`config.mk`:
```
export PLATFORM = sky130hd
export DESIGN_NAME = bcd_scan_counter
export DESIGN_NICKNAME = d
export VERILOG_FILES = /design/src/rtl/seg_pkg.sv /design/src/rtl/bcd_digit.sv /design/src/rtl/bcd_scan_counter.sv
export SDC_FILE = /design/constraint.sdc
export NUM_CORES = 1
export LEC_CHECK = 0
export ABC_AREA = 1
export BUFFER_PORTS_ARGS = -buffer_cell sky130_fd_sc_hd__buf_2
export CAP_MARGIN = 10
export CORE_AREA = 2 2 82 76
export DETAILED_ROUTE_END_ITERATION = 6
export DIE_AREA = 0 0 84 78
export PLACE_DENSITY = 0.66
export SLEW_MARGIN = 30
export SYNTH_ARGS = -nofsm -noshare
export SYNTH_HDL_FRONTEND = slang
export SYNTH_SLANG_ARGS = --single-unit
```
`constraint.sdc`:
```
create_clock -name clk -period 1.9 [get_ports clk]
set_input_delay 0.38 -clock clk [delete_from_list [all_inputs] [get_ports clk]]
set_output_delay 0.38 -clock clk [all_outputs]
set_load 0.05 [all_outputs]
```
`src/rtl/seg_pkg.sv`:
```
// Shared definitions for the four-digit BCD counter with multiplexed scan outputs.
package seg_pkg;

  typedef logic [3:0] bcd_t;

  localparam int          NUM_DIGITS       = 4;
  localparam bcd_t        BCD_MAX          = 4'd9;
  localparam int unsigned SCAN_DIV_DEFAULT = 4;

  // One-hot digit select, bit 0 = least significant digit.
  function automatic logic [NUM_DIGITS-1:0] onehot(input logic [1:0] idx);
    logic [NUM_DIGITS-1:0] sel;
    sel = '0;
    sel[idx] = 1'b1;
    return sel;
  endfunction

endpackage

```
`src/rtl/bcd_digit.sv`:
```
// Single BCD digit, counts up or down one step when enabled, with ripple carry/borrow out.
module bcd_digit
  import seg_pkg::*;
(
  input  logic clk,
  input  logic rst_n,
  input  logic clear,
  input  logic inc,
  input  logic dec,
  output bcd_t value,
  output logic inc_out,
  output logic dec_out
);

  // Carry/borrow out are combinational so a whole chain ripples within one cycle.
  assign inc_out = inc && (value == BCD_MAX);
  assign dec_out = dec && (value == '0);

  // NOTE: state registers use non-blocking assignments so every flop samples pre-edge values.
  always_ff @(posedge clk or negedge rst_n) begin
    if (!rst_n) begin
      value <= '0;
    end else if (clear) begin
      value <= '0;
    end else if (inc) begin
      value <= (value == BCD_MAX) ? '0 : value + 4'd1;
    end else if (dec) begin
      value <= (value == '0) ? BCD_MAX : value - 4'd1;
    end
  end

endmodule

```
`src/rtl/bcd_scan_counter.sv`:
```
// Four-digit BCD up/down counter with a time-multiplexed, registered 7-segment scan output.
module bcd_scan_counter
  import seg_pkg::*;
#(
  parameter int unsigned SCAN_DIV = SCAN_DIV_DEFAULT
) (
  input  logic                  clk,
  input  logic                  rst_n,
  input  logic                  cnt_en,
  input  logic                  up_dn,
  input  logic                  clear,
  output logic                  w,
  output logic                  x,
  output logic                  y,
  output logic                  z,
  output logic [NUM_DIGITS-1:0] an,
  output logic                  carry
);

  localparam logic [15:0] SCAN_LAST = 16'(SCAN_DIV - 1);

  logic [NUM_DIGITS:0] inc_chain;
  logic [NUM_DIGITS:0] dec_chain;
  bcd_t                digits [NUM_DIGITS];
  logic [15:0]         scan_cnt;
  logic [1:0]          digit_idx;
  logic                wrap;

  // Clear wins over counting: suppressing the chain input also suppresses any wrap.
  assign inc_chain[0] = cnt_en && up_dn && !clear;
  assign dec_chain[0] = cnt_en && !up_dn && !clear;

  for (genvar i = 0; i < NUM_DIGITS; i++) begin : g_digit
    bcd_digit u_digit (
      .clk     (clk),
      .rst_n   (rst_n),
      .clear   (clear),
      .inc     (inc_chain[i]),
      .dec     (dec_chain[i]),
      .value   (digits[i]),
      .inc_out (inc_chain[i+1]),
      .dec_out (dec_chain[i+1])
    );
  end

  assign wrap = inc_chain[NUM_DIGITS] || dec_chain[NUM_DIGITS];

  // Free-running scan timer, independent of counting and clear.
  always_ff @(posedge clk or negedge rst_n) begin
    if (!rst_n) begin
      scan_cnt  <= '0;
      digit_idx <= '0;
    end else if (scan_cnt == SCAN_LAST) begin
      scan_cnt  <= '0;
      digit_idx <= digit_idx + 2'd1;
    end else begin
      scan_cnt  <= scan_cnt + 16'd1;
    end
  end

  // Select and strobe are registered together so they can never disagree.
  always_ff @(posedge clk or negedge rst_n) begin
    if (!rst_n) begin
      {w, x, y, z} <= '0;
      an           <= 4'b0001;
      carry        <= 1'b0;
    end else begin
      {w, x, y, z} <= digits[digit_idx];
      an           <= onehot(digit_idx);
      carry        <= wrap;
    end
  end

endmodule

```
==> qor.txt, run 1 <==
DR iter-0 viols -> 97
Worst IR Drop VDD -> 510 uV
H-tree depth -> 2
Share of layout cells above drive strength 1 -> 14.0%
First-pass GRT wire length -> 9960 microns
Number of flops mapped to enable cells by yosys -> 0
Max-slew violation count -> 0
Clk root buf -> clkbuf_8
Seq pwr share -> 44.1%
Top cell by count, worst path -> nand2_1
Worst Path Max Fanout -> 6
Arrival @ worst endpoint -> 1950 ps
Chip width -> 84 microns
Pwr/cell area -> 860 nW/um^2
Top FF cell, synth -> dfrtp_1
CP Launch Type -> flip-flop
Worst-Margin Slew -> 531 ps
FF-to-FF End -> g_digit[3].u_digit.value[2]$_DFFE_PN0P_
Total number of yosys warnings -> 0
Placed insts -> 433
Final antenna diode count -> 0
Crit. End Element -> flip-flop
Setup tns final -> 0 ps
Hold Violations, Final -> 0
Fillcell total -> 528
Final ANT Viol Nets -> 0
Slew headroom -> 64.6%
Remaining global-route overflow -> 0
Largest net degree at the start of global routing -> 24
Via density -> 5.28
Post-Syn Instances -> 350
Routed WL -> 5680 microns
Worst hold slack -> 38.6 ps
Hold Path Class -> in2async
Wire per inst -> 12.9 microns
TritonCTS sink count -> 43
Cell Count, Final, Fillers Out -> 441
Postcts setup bufs -> 0
Flop-to-flop setup slack -> 150 ps
Mapped Avg Cell Area -> 7.88 sq um
Sequential fraction of the synthesis area -> 39.0%
Row count -> 26
Achievable Freq -> 570 MHz
Die height -> 78 microns
Leak pwr -> 1.54 nW
Mapped Nets -> 374
Unique cell type count in the Yosys netlist -> 31
Post-DP HPWL -> 4280 microns
WS Path Type -> reg2reg
Crit path required time -> 2100 ps
Core ar. -> 5630 sq um
Worst-path clk slew -> 90 ps
Die Area -> 6550 sq um
CTS Buffer Depth -> 2
Layout Nets -> 394
Initial Util -> 49.0%
CP cell instances -> inv_1 -> ha_1 -> nand2_1 -> nor2_1 -> nand3_1 -> nand3_2 -> inv_2 -> nand2_1 -> o21ai_1
Slowest stage delay, CP -> 450 ps
Max cap viols -> 0
Area grow syn2layout -> 9.80%
R2r worst-path depth -> 9
Power Internal -> 1.58 mW
Switching Power -> 1.02 mW
RD Place Congestion -> 0.913
Vias in the first global route -> 2189
Final setup vio count -> 0
Outcome -> finished, final reports clean
Final period utilization -> 92.3%
Worst-skew pair later-pin latency -> 310 ps
CTS Buf Count -> 5
Clock share of power -> 23.1%
Tmin final -> 1750 ps
Combinational power share -> 32.8%
Synth Register Bits -> 43
Io pins -> 14
CP max stage cell -> dfrtp_1
# DRC -> 0
Async set-reset flop share out of synthesis -> 100%
Antenna violations before repair -> 0
IO Port Bufs -> 13
Clock Skew -> 2.66 ps
DR pass1 iterations -> 4
RSZ-0062 raised after global routing -> no
Sw frac -> 39.3%
Synthesized area -> 2760 sq um
Power Total -> 2.60 mW
Via count -> 2329
Tot GR Track Use -> 18.8%
CTS tree -> built
Worst reg2reg startpoint -> g_digit[0].u_digit.value[0]$_DFFE_PN0P_
## cell families (layout without fill, tap and decap cells)
group | after synthesis | in the layout | share of synthesized area, %
AO/OA/AOI/OAI | 52 | 52 | 10.2
XOR/XNOR | 15 | 15 | 4.76
adder cells (fa/ha/maj) | 19 | 19 | 8.62
buffers and inverters | 57 | 78 | 8.16
flip-flops | 43 | 43 | 39.0
AND/OR/NAND/NOR | 164 | 164 | 29.3
## critical path, delay by kind of cell, from the launching register on
family	cells	cell delay [ps]
AO/OA/AOI/OAI	1	60
buffers and inverters	2	210
flip-flops	1	450
adder cells (fa/ha/maj)	1	230
AND/OR/NAND/NOR	5	680
## power by group through the flow
stage                     combinational, mW  sequential (mW)  clock [mW]
after global placement                0.835             1.16           0
final                                 0.853             1.15       0.602
after CTS                             0.851             1.15       0.623
after detailed placement              0.843             1.16           0
after global routing                  0.982             1.17       0.660
after floorplan                       0.649             1.14           0
## timing repair
item | 4_1_cts | 5_1_grt
hold buffers | 0 | 0
gates resized for setup | 0 | 2
endpoints found under the setup margin | 0 | 3
## through the flow
step | setup slack [ps] | util (%) | cell area [sq um]
4_1_cts | 127 | 53.6 | 3020
3_5_place_dp | 163 | 52.1 | 2930
5_1_grt | 29.4 | 53.8 | 3030
2_1_floorplan | 390 | - | 2760
3_3_place_gp | 143 | 52.1 | 2930
6_report | 146 | 53.8 | 3030
## how the worst max path moves through the flow
stage                                                        from                                 endpoint  slack [ps]  cells past startpoint
after global routing      g_digit[0].u_digit.value[0]$_DFFE_PN0P_  g_digit[3].u_digit.value[2]$_DFFE_PN0P_          30                      9
final                     g_digit[0].u_digit.value[0]$_DFFE_PN0P_  g_digit[3].u_digit.value[2]$_DFFE_PN0P_         150                      9
after global placement    g_digit[0].u_digit.value[1]$_DFFE_PN0P_  g_digit[3].u_digit.value[3]$_DFFE_PN0P_         140                      9
after floorplan           g_digit[0].u_digit.value[1]$_DFFE_PN0P_  g_digit[3].u_digit.value[0]$_DFFE_PN0P_         390                     11
after CTS                 g_digit[0].u_digit.value[1]$_DFFE_PN0P_  g_digit[3].u_digit.value[3]$_DFFE_PN0P_         130                      9
after detailed placement  g_digit[0].u_digit.value[1]$_DFFE_PN0P_  g_digit[3].u_digit.value[2]$_DFFE_PN0P_         160                      9
## cell usage in the layout, fill, tap and decap left out, types with 2 or more instances in the layout
cell,Yosys,routed
buf_2,1,13
inv_1,49,49
nor2_2,5,3
buf_4,2,3
nor2_1,24,24
o211ai_1,4,4
nand2_1,66,66
inv_2,3,3
nand4_1,14,14
nor3_1,2,2
ha_1,19,19
nand3_1,36,36
clkbuf_8,0,5
o21ai_0,27,27
dfrtp_1,42,42
o21ai_1,4,4
xnor2_1,2,2
nand2_2,2,2
nor2_4,3,5
xor2_1,13,13
or2_2,4,4
clkinvlp_4,0,2
o22ai_1,2,2
a21oi_1,12,12
nand3_2,6,6
## cell usage after synthesis (3+ instances only)
master / instances / share of area (%)
dfrtp_1: 42 / 38
o211ai_1: 4 / 1.1
inv_2: 3 / 0.41
nand3_2: 6 / 2.2
nand4_1: 14 / 3.2
or2_2: 4 / 0.91
nor2_1: 24 / 3.3
o21ai_0: 27 / 4.9
nand3_1: 36 / 6.5
nor2_4: 3 / 1.2
o21ai_1: 4 / 0.73
a21oi_1: 12 / 2.2
nor2_2: 5 / 1.1
xor2_1: 13 / 4.1
inv_1: 49 / 6.7
ha_1: 19 / 8.6
nand2_1: 66 / 9.0
## layout make-up
class	instances	area (sq um)	area share [%]
Tap cell	70	87.6	2.89
Inverter	53	201	6.65
Timing Repair Buffer	17	108	3.55
Multi-Input combinational cell	250	1470	48.4
Sequential cell	43	1080	35.6
Clock buffer	5	68.8	2.27
Clock inverter	3	20.0	0.661
## per-layer routing
metal	up-vias	global-route usage, %	routed length (microns)
met5	-	0	0
met4	0	7.10	85
met3	8	3.30	226
met2	47	29.8	2540
met1	1087	25.8	2840
li1	1187	-	-
## registers in the layout, indices dropped and copies added, names as in the netlist
register,cells
carry,1
digit_idx,2
y,1
an,4
x,1
w,1
g_digit.u_digit.value,16
scan_cnt,16
z,1
No activity file was read; power rests on OpenSTA's default activity.
==> run 2: changes to the inputs <==
--- a/config.mk
+++ b/config.mk
@@ -8,9 +8,9 @@
 export ABC_AREA = 1
 export BUFFER_PORTS_ARGS = -buffer_cell sky130_fd_sc_hd__buf_2
 export CAP_MARGIN = 10
-export CORE_AREA = 2 2 82 76
+export CORE_AREA = 4 4 84 78
 export DETAILED_ROUTE_END_ITERATION = 6
-export DIE_AREA = 0 0 84 78
+export DIE_AREA = 0 0 88 82
 export PLACE_DENSITY = 0.66
 export SLEW_MARGIN = 30
 export SYNTH_ARGS = -nofsm -noshare
==> qor.txt, run 2 (synthesized netlist as in run 1, its figures left out) <==
Worst setup path startpoint -> g_digit[0].u_digit.value[1]$_DFFE_PN0P_
Worst hold slack -> 31.3 ps (-7.21 ps)
Max cap viols -> 0 (unchanged)
Slowest stage delay, CP -> 410 ps (-40 ps)
Vias in the first global route -> 2148 (-1.9%)
Fillcell total -> 545 (+3.2%)
Hold Violations, Final -> 0 (unchanged)
Layout Nets -> 393 (-0.25%)
Postcts setup bufs -> 0 (unchanged)
Die Area -> 7220 sq um (+10%)
Remaining global-route overflow -> 0 (unchanged)
Top cell by count, worst path -> nand2_1
Clock Skew -> 11.2 ps (+8.56 ps)
Max-slew violation count -> 0 (unchanged)
RSZ-0062 raised after global routing -> no
Clock share of power -> 23.3% (+0.2 points)
Largest net degree at the start of global routing -> 24 (unchanged)
CTS Buf Count -> 5 (unchanged)
Pre-CTS WS -> 187 ps (+23.9 ps)
Area grow syn2layout -> 9.30%
Hold Path Class -> in2async
TritonCTS sink count -> 43 (unchanged)
Final antenna diode count -> 0 (unchanged)
Die height -> 82 microns (+5.1%)
IO Port Bufs -> 13 (unchanged)
Area post-placement -> 2920 sq um (-0.26%)
DR pass1 iterations -> 4 (unchanged)
Top delay family on crit path -> simple AND/OR/NAND/NOR gates
Post-CTS Resized -> 0 (unchanged)
Outcome -> finished, final reports clean
Placed insts -> 432 (-0.23%)
Chip width -> 88 microns (+4.8%)
Clk root buf -> clkbuf_8
Initial Util -> 49.0% (unchanged)
H-tree depth -> 2 (unchanged)
Layout Utilization -> 53.6% (-0.24 points)
Largest registers -> g_digit.u_digit.value (16), scan_cnt (16), an (4)
Tot GR Track Use -> 17.3% (-1.5 points)
Achievable Freq -> 575 MHz (+0.93%)
Design area -> 3020 sq um (-0.45%)
Via count -> 2317 (-0.52%)
Final period utilization -> 91.5% (-0.85 points)
Tmin final -> 1740 ps (-16.1 ps)
Leak pwr -> 1.54 nW (-0.31%)
Seq pwr share -> 44.2% (about the same)
Core ar. -> 5630 sq um (unchanged)
WS Path Type -> reg2reg
Crit. End Element -> flip-flop
Final ANT Viol Nets -> 0 (unchanged)
Switching Power -> 1.01 mW (-1.0%)
CTS Buffer Depth -> 2 (unchanged)
Worst-skew pair later-pin latency -> 300 ps (about the same)
# hold bufs at CTS -> 0 (unchanged)
Pwr/cell area -> 862 nW/um^2 (+0.28%)
Worst-path clk slew -> 90 ps (about the same)
Sw frac -> 38.9% (-0.32 points)
Worst IR Drop VDD -> 409 uV (-20%)
CP max stage cell -> dfrtp_1
RD Place Congestion -> 0.872 (-4.5%)
Worst-Margin Slew -> 501 ps (-29.5 ps)
Power Total -> 2.60 mW (-0.18%)
Final setup vio count -> 0 (unchanged)
Cell Count, Final, Fillers Out -> 440 (-0.23%)
Final worst slack -> 162 ps (+16.1 ps)
Wire per inst -> 13.1 microns (+1.4%)
CP cell instances -> inv_1 -> ha_1 -> nand2_1 -> nor2_2 -> nand2_4 -> nor2_4 -> nand3_2 -> nand2_1 -> inv_1 -> nand3_1 -> nand2_1
Routed WL -> 5750 microns (+1.2%)
First-pass GRT wire length -> 9830 microns (-1.2%)
Commonest non-fill, non-tap cells in the layout -> nand2_1 (66), inv_1 (49), dfrtp_1 (42), nand3_1 (36), o21ai_0 (27)
DR iter-0 viols -> 158 (+63%)
# DRC -> 0 (unchanged)
Row count -> 26 (unchanged)
Share of layout cells above drive strength 1 -> 13.8% (-0.23 points)
Combinational power share -> 32.5% (-0.3 points)
Antenna violations before repair -> 0 (unchanged)
CTS tree -> built
Post-DP HPWL -> 4450 microns (+3.9%)
Setup tns final -> 0 ps (unchanged)
Via density -> 5.27 (-0.29%)
Arrival @ worst endpoint -> 1930 ps (-20 ps)
CP Launch Type -> flip-flop
Io pins -> 14 (unchanged)
Most common cell after layout, fill and taps aside -> nand2_1
Crit path required time -> 2090 ps (about the same)
CP bufs+invs -> 2 (unchanged)
Worst reg2reg startpoint -> g_digit[0].u_digit.value[1]$_DFFE_PN0P_
Power Internal -> 1.59 mW (+0.35%)
Slew headroom -> 66.6% (+2.0 points)
Worst Path Max Fanout -> 8 (+2)
[run 2: routing by layer]
metal | up-vias | GRT usage [%] | routed length, microns | part of all wire (%)
met5 | - | 0 | 0 | 0
met4 | 0 | 5.06 | 80 | 1.4
met3 | 9 | 3.21 | 331 | 5.8
met2 | 50 | 25.8 | 2470 | 43
met1 | 1074 | 25.5 | 2870 | 50
li1 | 1184 | - | - | -
[run 2: layout make-up]
| type | instances | area (sq um) | share of cell area [%] |
|---|---|---|---|
| Sequential cell | 43 | 1080 | 35.7 |
| Inverter | 53 | 201 | 6.68 |
| Tap cell | 70 | 87.6 | 2.90 |
| Clock inverter | 3 | 23.8 | 0.788 |
| Multi-Input combinational cell | 250 | 1460 | 48.3 |
| Timing Repair Buffer | 16 | 100 | 3.32 |
| Clock buffer | 5 | 68.8 | 2.28 |
[run 2: final timing paths]
kind	end	slack (ps)	depth (start not counted)
worst min-delay path	scan_cnt[5]$_DFF_PN0_	30	1
worst max register to register	g_digit[3].u_digit.value[0]$_DFFE_PN0P_	160	11
min in group clk	g_digit[2].u_digit.value[0]$_DFFE_PN0P_	470	4
max in group asynchronous	g_digit[0].u_digit.value[2]$_DFFE_PN0P_	1370	2
worst max-delay path	g_digit[3].u_digit.value[0]$_DFFE_PN0P_	160	11
worst min register to register	scan_cnt[0]$_DFF_PN0_	470	1
[run 2: power by group through the flow]
stage | clock, mW | combinational (mW) | sequential, mW
detailed placement | 0 | 0.837 | 1.16
global placement | 0 | 0.834 | 1.16
CTS | 0.622 | 0.841 | 1.15
floorplan | 0 | 0.649 | 1.14
global route | 0.663 | 0.966 | 1.17
finish | 0.607 | 0.844 | 1.15
==> run 3: changes to the inputs <==
--- a/config.mk
+++ b/config.mk
@@ -5,13 +5,12 @@
 export SDC_FILE = /design/constraint.sdc
 export NUM_CORES = 1
 export LEC_CHECK = 0
-export ABC_AREA = 1
 export BUFFER_PORTS_ARGS = -buffer_cell sky130_fd_sc_hd__buf_2
 export CAP_MARGIN = 10
-export CORE_AREA = 4 4 84 78
+export CORE_AREA = 4 4 83 77
 export DETAILED_ROUTE_END_ITERATION = 6
-export DIE_AREA = 0 0 88 82
-export PLACE_DENSITY = 0.66
+export DIE_AREA = 0 0 87 81
+export PLACE_DENSITY = 0.69
 export SLEW_MARGIN = 30
 export SYNTH_ARGS = -nofsm -noshare
 export SYNTH_HDL_FRONTEND = slang
==> constraint.sdc (replaced) <==
create_clock -name clk -period 1.5 [get_ports clk]
set_input_delay 0.3 -clock clk [delete_from_list [all_inputs] [get_ports clk]]
set_output_delay 0.3 -clock clk [all_outputs]
set_load 0.05 [all_outputs]
==> qor.txt, run 3 <==
Outcome -> finished, violations left
Leak pwr -> 1.83 nW (+19%)
Achievable Freq -> 505 MHz (-12%)
Worst Path Max Fanout -> 5 (-3)
Pre-CTS WS -> -389 ps (-576 ps)
Fillcell total -> 368 (-32%)
CTS tree -> built
# DRC -> 0 (unchanged)
WS Path Type -> reg2reg
Most common cell after layout, fill and taps aside -> buf_4
Switching Power -> 1.19 mW (+17%)
Row count -> 26 (unchanged)
Unique cell type count in the Yosys netlist -> 57 (+84%)
Layout Nets -> 400 (+1.8%)
CTS Buf Count -> 5 (unchanged)
RSZ-0062 raised after global routing -> yes
Post-Syn Instances -> 276 (-21%)
Via count -> 2553 (+10%)
IO Port Bufs -> 13 (unchanged)
RD Place Congestion -> 0.870 (-0.17%)
Failing checks -> setup timing
Final setup vio count -> 16 (+16)
Remaining global-route overflow -> 0 (unchanged)
TritonCTS sink count -> 43 (unchanged)
Reg area -> 1080 sq um (+0.23%)
Area of the multi-input gates -> 1770 sq um (+22%)
Worst hold path cell count -> 3
Pwr/cell area -> 893 nW/um^2 (+3.5%)
H-tree depth -> 2 (unchanged)
Worst setup path startpoint -> g_digit[0].u_digit.value[0]$_DFFE_PN0P_
Mapped Avg Cell Area -> 9.85 sq um (+25%)
Number of flops mapped to enable cells by yosys -> 0 (unchanged)
Tot GR Track Use -> 21.0% (+3.7 points)
Crit path required time -> 1720 ps (-370 ps)
Setup tns final -> -4880 ps (-4880 ps)
Wire per inst -> 17.2 microns (+32%)
Die height -> 81 microns (-1.2%)
Share of layout cells above drive strength 1 -> 45.1% (+31 points)
Power Internal -> 2.33 mW (+47%)
Max-slew violation count -> 0 (unchanged)
DR pass1 iterations -> 4 (unchanged)
Most common cell in the netlist -> dfrtp_1
Combinational power share -> 35.5% (+3.0 points)
Antenna violations before repair -> 0 (unchanged)
Worst reg2reg startpoint -> g_digit[0].u_digit.value[0]$_DFFE_PN0P_
Synth Register Bits -> 43 (unchanged)
Hold Violations, Final -> 0 (unchanged)
Flop-to-flop setup slack -> -480 ps (-640 ps)
Mapped Nets -> 300 (-20%)
Final period utilization -> 132% (+41 points)
Crit. End Element -> flip-flop
Hold path startpoint -> clear
Commonest non-fill, non-tap cells in the layout -> buf_4 (77), dfrtp_1 (40), nand2_1 (18), ha_1 (15)
Routed WL -> 7690 microns (+34%)
Largest area contributor in the netlist -> dfrtp_1
Cell Count, Final, Fillers Out -> 447 (+1.6%)
First-pass GRT wire length -> 11500 microns (+17%)
Sequential fraction of the synthesis area -> 39.6% (+0.58 points)
Area grow syn2layout -> 44.9%
Hold Path Class -> in2reg
Final worst slack -> -480 ps (-642 ps)
Clock Skew -> 10.8 ps (-0.395 ps)
Async set-reset flop share out of synthesis -> 100% (unchanged)
Final antenna diode count -> 0 (unchanged)
Final ANT Viol Nets -> 0 (unchanged)
Worst-skew pair later-pin latency -> 300 ps (about the same)
Arrival @ worst endpoint -> 2200 ps (+270 ps)
Core ar. -> 5560 sq um (-1.2%)
Via density -> 5.71 (+8.5%)
Post-synth top area share -> 38.7% (+0.56 points)
Placed insts -> 422 (-2.3%)
R2r worst-path depth -> 7 (-4)
Worst-Margin Slew -> 353 ps (-149 ps)
Max cap viols -> 0 (unchanged)
Worst IR Drop VDD -> 502 uV (+23%)
Vias in the first global route -> 2366 (+10%)
Post-DP HPWL -> 5100 microns (+15%)
Initial Util -> 48.9% (-0.15 points)
FF-to-FF End -> g_digit[3].u_digit.value[2]$_DFFE_PN0P_
Power Total -> 3.52 mW (+35%)
Tmin final -> 1980 ps (+242 ps)
Largest net degree at the start of global routing -> 19 (-21%)
Chip width -> 87 microns (-1.1%)
Top post-synthesis cells by area -> dfrtp_1 (39%), ha_1 (8.7%), xnor2_1 (3.9%)
DR iter-0 viols -> 230 (+46%)
Die Area -> 7050 sq um (-2.3%)
Worst-path clk slew -> 90 ps (about the same)
Io pins -> 14 (unchanged)
Clock share of power -> 26.1% (+2.8 points)
Sw frac -> 33.7% (-5.2 points)
Clk root buf -> clkbuf_8
Worst hold slack -> 340 ps (+308 ps)
Synthesized area -> 2720 sq um (-1.5%)
Hold Crit Endpoint -> g_digit[0].u_digit.value[0]$_DFFE_PN0P_
CP Launch Type -> flip-flop
CTS Buffer Depth -> 2 (unchanged)
Slew headroom -> 76.5% (+9.9 points)
Seq pwr share -> 38.3% (-5.9 points)
Total number of yosys warnings -> 0 (unchanged)
Largest registers -> g_digit.u_digit.value (16), scan_cnt (16), an (4)
Synth top cells by count -> dfrtp_1 (42), nand2_1 (22), ha_1 (19), nand3_1 (16)
Top FF cell, synth -> dfrtp_1
[run 3: cell count changes in the layout (fill, tap and decap cells not counted), moves of 11 or more]
cell,before,now
nor2_1,24,13
o21ai_0,27,8
nand2_1,66,18
inv_1,49,10
nand3_1,36,13
buf_4,2,77
buf_6,0,12
[run 3: power groups by stage]
stage | Combinational, mW | Clock [mW] | Sequential, mW
final | 1.25 | 0.919 | 1.35
after global routing | 1.34 | 0.976 | 1.36
after CTS | 1.13 | 0.934 | 1.34
after detailed placement | 1.04 | 0 | 1.36
after global placement | 1.03 | 0 | 1.36
after floorplan | 0.577 | 0 | 1.38
[run 3: worst max-delay path, cell delays in order (launching register included)]
cell and delay [ps]:
dfrtp_2 460, inv_2 80, ha_2 170, nor4b_4 280, nand3_2 180, a32oi_4 340, o2111ai_1 200, mux2i_1 190
[run 3: logic make-up (layout without fill, tap and decap cells)]
kind of cell	count (synthesis)	count (layout)	share of synthesized area (%)
fa+ha+maj	19	19	8.74
xor+xnor	18	18	5.80
flops	43	43	39.6
compound gates	63	63	15.7
mux	8	8	5.15
buf+inv	27	128	4.46
simple gates	98	98	20.5
[run 3: timing repair]
action | 4_1_cts | 5_1_grt
hold buffers | 1 | 0
pin swaps | 15 | 14
gates resized for setup | 34 | 30
hold endpoints to repair | 10 | 0
endpoints found under the setup margin | 16 | 22
setup buffers | 9 | 12
[run 3: worst max-delay path by stage]
stage | cells after the start | slack [ps] | endpoint
6_report | 7 | -480 | g_digit[3].u_digit.value[2]$_DFFE_PN0P_
5_1_grt | 7 | -580 | g_digit[3].u_digit.value[2]$_DFFE_PN0P_
4_1_cts | 7 | -350 | g_digit[3].u_digit.value[2]$_DFFE_PN0P_
3_5_place_dp | 8 | -390 | g_digit[2].u_digit.value[3]$_DFFE_PN0P_
3_3_place_gp | 7 | -350 | g_digit[2].u_digit.value[0]$_DFFE_PN0P_
2_1_floorplan | 9 | -440 | g_digit[3].u_digit.value[2]$_DFFE_PN0P_
[run 3: routing by layer]
metal / global-route usage [%] / up-vias / wire, microns
met5: 0 / - / 0
met3: 3.65 / 8 / 426
met4: 3.89 / 0 / 68
met2: 35.1 / 89 / 3730
met1: 28.8 / 1253 / 3470
li1: - / 1203 / -
[run 3: final cells by class]
cell class / count / share of cell area, %
Clock buffer: 5 / 1.75
Clock inverter: 3 / 1.11
Timing Repair Buffer: 105 / 21.0
Multi-Input combinational cell: 206 / 45.0
Tap cell: 70 / 2.22
Sequential cell: 43 / 27.4
Inverter: 15 / 1.43
[run 3: through the flow]
| step | instance area, sq um | utilization (%) |
|---|---|---|
| 3_5_place_dp | 3430 | 61.7 |
| 2_1_floorplan | 2760 | - |
| 4_1_cts | 3770 | 67.7 |
| 3_3_place_gp | 3430 | 61.7 |
| 6_report | 3940 | 70.8 |
| 5_1_grt | 3940 | 70.8 |
